==> config.mk <==
export PLATFORM = sky130hd
export DESIGN_NAME = afe_l2_addrgen_mc
export DESIGN_NICKNAME = d
export VERILOG_FILES = /design/src/rtl/afe_l2_addrgen_mc.sv
export SDC_FILE = /design/constraint.sdc
export NUM_CORES = 1
export LEC_CHECK = 0
export ABC_AREA = 1
export CAP_MARGIN = 20
export CORE_AREA = 3 3 198 200
export DETAILED_ROUTE_END_ITERATION = 8
export DIE_AREA = 0 0 201 203
export PLACE_DENSITY_LB_ADDON = 0.2
export REMOVE_ABC_BUFFERS = 1
export SYNTH_ARGS = -nofsm -noshare
export SYNTH_HDL_FRONTEND = slang
export SYNTH_SLANG_ARGS = --single-unit
==> constraint.sdc <==
create_clock -name clk_i -period 14.8 [get_ports clk_i]
set_input_delay 3.7 -clock clk_i [delete_from_list [all_inputs] [get_ports clk_i]]
set_output_delay 3.7 -clock clk_i [all_outputs]
set_load 0.02 [all_outputs]
==> src/rtl/afe_l2_addrgen_mc.sv <==
// Multi-channel AFE L2 address generator.
// Holds NCH ring-buffer descriptors and arbitrates per-channel beat requests
// round-robin. It emits one registered L2 byte address per granted beat over a
// valid/ready handshake. Each channel raises a one-cycle event on a watermark
// crossing or at buffer end.
module afe_l2_addrgen_mc #(
  parameter int NCH        = 4,
  parameter int AWIDTH     = 18,
  parameter int TRANS_SIZE = 16,
  localparam int CHW       = $clog2(NCH)
) (
  input  logic                       clk_i,
  input  logic                       rst_i,
  input  logic [NCH*AWIDTH-1:0]      cfg_startaddr_i,
  input  logic [NCH*TRANS_SIZE-1:0]  cfg_size_i,
  input  logic [NCH*2-1:0]           cfg_datasize_i,
  input  logic [NCH*TRANS_SIZE-1:0]  cfg_thresh_i,
  input  logic [NCH-1:0]             cfg_continuous_i,
  input  logic [NCH-1:0]             cfg_en_i,
  input  logic [NCH-1:0]             cfg_clr_i,
  output logic [NCH-1:0]             cfg_en_o,
  output logic [NCH*AWIDTH-1:0]      cfg_curr_addr_o,
  output logic [NCH*TRANS_SIZE-1:0]  cfg_bytes_left_o,
  output logic [NCH*TRANS_SIZE-1:0]  cfg_wr_ptr_o,
  input  logic [NCH-1:0]             req_i,
  output logic [NCH-1:0]             gnt_o,
  output logic [AWIDTH-1:0]          addr_o,
  output logic [CHW-1:0]             ch_o,
  output logic [1:0]                 size_o,
  output logic                       valid_o,
  input  logic                       ready_i,
  output logic [NCH-1:0]             event_o,
  output logic [NCH-1:0]             err_o
);

  // Width wide enough to form curr_addr - startaddr without losing modulo bits.
  localparam int DW = (AWIDTH > TRANS_SIZE) ? AWIDTH : TRANS_SIZE;

  // Per-channel descriptor state.
  logic [TRANS_SIZE-1:0] cnt_q   [NCH];
  logic [TRANS_SIZE-1:0] cnt_d   [NCH];
  logic [AWIDTH-1:0]     caddr_q [NCH];
  logic [AWIDTH-1:0]     caddr_d [NCH];
  logic [NCH-1:0]        en_q, en_d;
  logic [NCH-1:0]        err_q, err_d;
  logic [CHW-1:0]        ptr_q, ptr_d;

  // Output stage.
  logic                  valid_q, valid_d;
  logic [AWIDTH-1:0]     beat_addr_q, beat_addr_d;
  logic [CHW-1:0]        ch_q, ch_d;
  logic [1:0]            size_q, size_d;
  logic [NCH-1:0]        event_q, event_d;

  // Arbitration results and winner attributes.
  logic [NCH-1:0]        load, masked, elig, gnt;
  logic                  free, found;
  logic [CHW-1:0]        win;
  int                    idx;
  logic [1:0]            ds_w;
  logic [2:0]            incr_w;
  logic [TRANS_SIZE-1:0] cnt_w, thr_w, cnt_after_w;
  logic                  last_w, evt_w;

  // Round-robin arbiter: first eligible channel at or after the pointer.
  always_comb begin
    // NOTE: every combinational output gets a default first, so no path can
    // leave it unassigned and infer a latch.
    gnt    = '0;
    win    = '0;
    found  = 1'b0;
    idx    = 0;
    load   = cfg_en_i & ~en_q;
    masked = load | cfg_clr_i;
    elig   = req_i & en_q & ~masked;
    free   = ~valid_q | ready_i;
    if (free) begin
      for (int i = 0; i < NCH; i++) begin
        idx = (int'(ptr_q) + i) % NCH;
        if (!found && elig[idx]) begin
          found = 1'b1;
          win   = CHW'(idx);
        end
      end
    end
    if (found) gnt[win] = 1'b1;
  end

  // Beat size, last-beat and event decode for the winning channel.
  always_comb begin
    ds_w = cfg_datasize_i[win*2 +: 2];
    case (ds_w)
      2'b00:   incr_w = 3'd1;
      2'b01:   incr_w = 3'd2;
      default: incr_w = 3'd4;
    endcase
    cnt_w       = cnt_q[win];
    thr_w       = cfg_thresh_i[win*TRANS_SIZE +: TRANS_SIZE];
    cnt_after_w = cnt_w - TRANS_SIZE'(incr_w);
    last_w      = (cnt_w <= TRANS_SIZE'(incr_w));
    evt_w       = last_w ||
                  ((thr_w != '0) && (cnt_w > thr_w) && (thr_w >= cnt_after_w));
  end

  // Per-channel descriptor update: load, then clear, then grant.
  always_comb begin
    en_d  = en_q;
    err_d = err_q;
    ptr_d = ptr_q;
    if (found) ptr_d = (int'(win) == NCH - 1) ? '0 : win + 1'b1;
    for (int c = 0; c < NCH; c++) begin
      cnt_d[c]   = cnt_q[c];
      caddr_d[c] = caddr_q[c];
      if (load[c]) begin
        cnt_d[c]   = cfg_size_i[c*TRANS_SIZE +: TRANS_SIZE];
        caddr_d[c] = cfg_startaddr_i[c*AWIDTH +: AWIDTH];
        en_d[c]    = 1'b1;
      end else if (cfg_clr_i[c]) begin
        cnt_d[c]   = '0;
        caddr_d[c] = '0;
        en_d[c]    = 1'b0;
      end else if (gnt[c]) begin
        if (!last_w) begin
          cnt_d[c]   = cnt_after_w;
          caddr_d[c] = caddr_q[c] + AWIDTH'(incr_w);
        end else if (cfg_continuous_i[c] || cfg_en_i[c]) begin
          cnt_d[c]   = cfg_size_i[c*TRANS_SIZE +: TRANS_SIZE];
          caddr_d[c] = cfg_startaddr_i[c*AWIDTH +: AWIDTH];
        end else begin
          cnt_d[c]   = '0;
          caddr_d[c] = '0;
          en_d[c]    = 1'b0;
        end
      end
      if (cfg_clr_i[c] && !load[c]) err_d[c] = 1'b0;
      else if (req_i[c] && !en_q[c] && !cfg_en_i[c]) err_d[c] = 1'b1;
    end
  end

  // Output stage: load on grant, hold under backpressure, drop on acceptance.
  always_comb begin
    valid_d     = valid_q;
    beat_addr_d = beat_addr_q;
    ch_d        = ch_q;
    size_d      = size_q;
    event_d     = '0;
    if (found) begin
      valid_d     = 1'b1;
      beat_addr_d = caddr_q[win];
      ch_d        = win;
      size_d      = ds_w;
      if (evt_w) event_d = gnt;
    end else if (ready_i) begin
      valid_d = 1'b0;
    end
  end

  // State registers with asynchronous reset.
  always_ff @(posedge clk_i or posedge rst_i) begin
    // NOTE: sequential state uses non-blocking assignments so every register
    // samples the pre-edge values regardless of statement order.
    if (rst_i) begin
      for (int c = 0; c < NCH; c++) begin
        cnt_q[c]   <= '0;
        caddr_q[c] <= '0;
      end
      en_q        <= '0;
      err_q       <= '0;
      ptr_q       <= '0;
      valid_q     <= 1'b0;
      beat_addr_q <= '0;
      ch_q        <= '0;
      size_q      <= '0;
      event_q     <= '0;
    end else begin
      for (int c = 0; c < NCH; c++) begin
        cnt_q[c]   <= cnt_d[c];
        caddr_q[c] <= caddr_d[c];
      end
      en_q        <= en_d;
      err_q       <= err_d;
      ptr_q       <= ptr_d;
      valid_q     <= valid_d;
      beat_addr_q <= beat_addr_d;
      ch_q        <= ch_d;
      size_q      <= size_d;
      event_q     <= event_d;
    end
  end

  // Flatten per-channel status; write pointer is taken modulo 2^TRANS_SIZE.
  always_comb begin
    logic [DW-1:0] diff;
    diff = '0;
    for (int c = 0; c < NCH; c++) begin
      diff = DW'(caddr_q[c]) - DW'(cfg_startaddr_i[c*AWIDTH +: AWIDTH]);
      cfg_curr_addr_o[c*AWIDTH +: AWIDTH]          = caddr_q[c];
      cfg_bytes_left_o[c*TRANS_SIZE +: TRANS_SIZE] = cnt_q[c];
      cfg_wr_ptr_o[c*TRANS_SIZE +: TRANS_SIZE]     = diff[TRANS_SIZE-1:0];
    end
  end

  assign cfg_en_o = en_q;
  assign err_o    = err_q;
  assign gnt_o    = gnt;
  assign valid_o  = valid_q;
  assign addr_o   = beat_addr_q;
  assign ch_o     = ch_q;
  assign size_o   = size_q;
  assign event_o  = event_q;

endmodule

==> impl_table.tex <==
\begin{tabular}{lr}
\hline
Metric & Value \\
\hline
\multicolumn{2}{l}{\textbf{Floorplan}} \\
Std-Cell Rows & 71 \\
Die Y & about 200 um \\
Floorplan die area & roughly 0.041 mm2 \\
Placeable Area & between 0.03 and 0.04 mm2 \\
Number of top-level design ports & between 400 and 500 \\
Die width & between 200 and 250 um \\
Initial cell density of the core & 0.446 \\
\multicolumn{2}{l}{\textbf{Route}} \\
Initial DRC count & 1679 \\
Post-detailed-route count of antenna-violating nets & 0 \\
Routed wirelength normalized by instance count & 21.0 um \\
Post-route DRC & 0 \\
Vias per Instance & between 5 and 6 \\
Drt pass-1 iters & 6 \\
Detailed-route via count & just under 20000 \\
Wire length after detailed routing & around 73000 um \\
\multicolumn{2}{l}{\textbf{Cells and area}} \\
Fraction of layout instances using a drive strength above 1 & 0.0381 \\
Commonest non-fill, non-tap cell in the layout & nand2\_1 \\
Utilization of the core after routing & 0.596 \\
Layout net count & approximately 3300 \\
Commonest non-fill, non-tap cells in the layout & nand2\_1, clkdlybuf4s50\_1, a21oi\_1, inv\_1, nand3\_1 \\
Area overhead of the layout relative to synthesis & 33.5\% \\
Post-route non-filler standard cell count & roughly 3500 \\
\multicolumn{2}{l}{\textbf{Clock tree}} \\
Maximum clock path buffer count & 2 \\
Worst-Skew Late Latency & around 0.45 ns \\
Clock root buffer master & clkbuf\_16 \\
Count of buffers added by post-CTS timing repair for setup & 0 \\
Clock transition at the registers of the reported paths & $\sim$0.07 ns \\
CTS Buf Count & 17 \\
CTS H-Tree Depth & 4 \\
CTS resizes & 0 \\
Number of sinks on the clock net & approximately 170 \\
Quantity of hold-fixing buffers added after cts & 0 \\
Clock tree from TritonCTS & done \\
\multicolumn{2}{l}{\textbf{Yosys}} \\
Synthesized area & between 0.015 and 0.02 mm2 \\
Number of synthesis warnings & 0 \\
Most area-hungry cell type in the Yosys netlist & dfrtp\_1 \\
Post-Synthesis Mean Instance Area & 6.54 um2 \\
Flop and latch count out of synthesis & roughly 170 \\
Synthesized netlist cell count & between 2000 and 3000 \\
Sequential-to-total area share from yosys stat & 0.258 \\
Top post-synthesis cells by area & dfrtp\_1, nand2\_1, a21oi\_1 \\
Share of the synthesized area in the top cell type & 0.258 \\
Distinct cell type count of the synthesized netlist & 52 \\
\multicolumn{2}{l}{\textbf{Pwr}} \\
Leakage power figure & 10.7 nW \\
Maximum resistive drop on vdd & roughly 170 uV \\
Power Dens Cells & 286 mW/mm2 \\
Final Power & about 6.4 mW \\
\multicolumn{2}{l}{\textbf{STA}} \\
Number of failing setup endpoints in the final timing report & 0 \\
Fmax & about 90 MHz \\
Final Cycle Share & 0.752 \\
Worst hold margin & 0.497 ns \\
Transition time of the tightest slew-check pin & 1.16 ns \\
Slew headroom & 0.228 \\
Tmin final & 11.13 ns \\
Unrepaired setup endpoints after global routing & no \\
Clock Skews & around 0.01 ns \\
Final hold viol count & 0 \\
Setup TNS & 0 ns \\
Count of final max-slew check failures & 0 \\
\multicolumn{2}{l}{\textbf{Hold path}} \\
Type of the tightest min-delay check & reg -> reg \\
\multicolumn{2}{l}{\textbf{Job}} \\
Number of maximum-capacitance violations & 0 \\
\multicolumn{2}{l}{\textbf{Setup path}} \\
Beginning of the worst register-to-register path & ptr\_q[0] \\
Crit-path slowest cell & nand2\_4 \\
Worst setup path class & in -> out \\
Critical path capture point type & primary output \\
Flop2flop setup slack & around 7.8 ns \\
R2r worst-path depth & 30 \\
Highest cell delay on the worst timing path & roughly 0.67 ns \\
Data required, critical path & around 11 ns \\
Critical R2R Capture & event\_o[3] \\
Startpoint of the most critical setup path & cfg\_clr\_i[3] \\
Highest net fanout along the worst path & just under 70 \\
CP arrival & 7.43 ns \\
Critical Path End & gnt\_o[2] \\
Worst path cell trace & clkdlybuf4s50\_1 -> inv\_1 -> nand4\_1 -> nand3\_1 -> nand2\_2 -> nand3\_4 -> nor2\_2 -> nor2\_4 -> nand2\_4 -> ha\_1 -> nand2\_1 -> inv\_1 -> clkdlybuf4s50\_1 \\
Setup crit start kind & primary input \\
\multicolumn{2}{l}{\textbf{Global routing}} \\
Remaining global-route overflow & 0 \\
Vias in the first global route & approximately 19000 \\
Initial antenna violation count & 3 \\
Global-route wire length before repair & 111000 um \\
Pin count of the biggest net entering global routing & 83 \\
Overall track demand over capacity in global routing & 0.345 \\
\multicolumn{2}{l}{\textbf{Placement}} \\
Detailed placement HPWL & 53700 um \\
Final GP Congestion & roughly 0.97 \\
Number of input and output port buffers inserted & 465 \\
Total instance count after detailed placement & roughly 3400 \\
\multicolumn{2}{l}{\textbf{Status}} \\
Result of the run & finished, final reports clean \\
\hline
\end{tabular}
==> layout make-up <==
cell class / count / area (um2)
Timing Repair Buffer: 491 / 4910
Clock inverter: 13 / 188
Inverter: 309 / 1170
Clock buffer: 18 / 439
Multi-Input combinational cell: 1963 / 10700
Antenna cell: 3 / 7.51
Tap cell: 511 / 639
Sequential cell: 173 / 4330
Fill cell: 3598 / 15200
==> critical path: cells and delay by family <==
family        cells  cell delay [ns]
simple gates      8             1.98
buf+inv           4             1.29
fa+ha+maj         1             0.44
==> state kept, by name, indices dropped and copies added (netlist names), 2 cells and up <==
signal and count:
addr_o 18, cfg_curr_addr_o 72, cfg_en_o 4, ch_o 2, cfg_bytes_left_o 64, event_o 4
err_o 4, ptr_q 2, size_o 2
==> synth_stat cells (all sizes together) <==
library cell / number
nand2: 606
a21oi: 325
inv: 309
nand3: 242
nor2: 222
dfrtp: 173
o21ai: 160
ha: 111
xor2: 91
clkbuf: 70
buf: 50
a22oi: 41
o211ai: 32
nand4: 21
xnor2: 17
or2: 15
nor3: 12
o21bai: 10
fa: 9
a211oi: 7
and2: 6
nor4: 5
a2bb2oi: 4
a31oi: 4
nor3b: 4
and3: 3
o221ai: 3
o31ai: 3
a21boi: 2
a221oi: 2
a32oi: 2
a2111oi: 1
a21o: 1
a32o: 1
o221a: 1
==> how the worst min path moves through the flow <==
stage / from / endpoint / cells after the start
after floorplan: ch_o[0] / ch_o[0] / 2
after global placement: size_o[0] / size_o[0] / 2
after detailed placement: size_o[1] / size_o[1] / 2
after CTS: size_o[1] / size_o[1] / 2
after global routing: size_o[1] / size_o[1] / 2
final: size_o[1] / size_o[1] / 2
==> stage by stage <==
stage          worst slack [ns]  cell area [um2]
6_report                   3.67            22400
4_1_cts                    3.73            22400
5_1_grt                    3.42            22400
3_3_place_gp               3.82            21700
3_5_place_dp               3.74            21700
2_1_floorplan              3.73            16200
==> cell families (layout without fill, tap and decap cells) <==
| kind of cell | count (synthesis) | in the layout | share of synthesized area |
|---|---|---|---|
| adder cells (fa/ha/maj) | 120 | 120 | 0.0935 |
| flip-flops | 173 | 173 | 0.258 |
| buffers and inverters | 429 | 831 | 0.106 |
| other | 0 | 3 | 0 |
| AO/OA/AOI/OAI | 599 | 599 | 0.198 |
| AND/OR/NAND/NOR | 1136 | 1136 | 0.288 |
| XOR/XNOR | 108 | 108 | 0.0564 |
==> per-layer routing <==
layer,global-route usage,vias up,routed length [um]
li1,-,9260,-
met1,0.420,9255,28500
met3,0.0755,190,6430
met5,0,-,0
met4,0.171,0,3770
met2,0.580,1059,34400
==> report_power, final <==
group          switching, mW  total [mW]  internal [mW]
combinational           3.07        4.91           1.84
clock                  0.219       0.507          0.288
sequential             0.294       0.988          0.694
total                   3.58        6.40           2.82
Power figures use the tool's default switching activity.
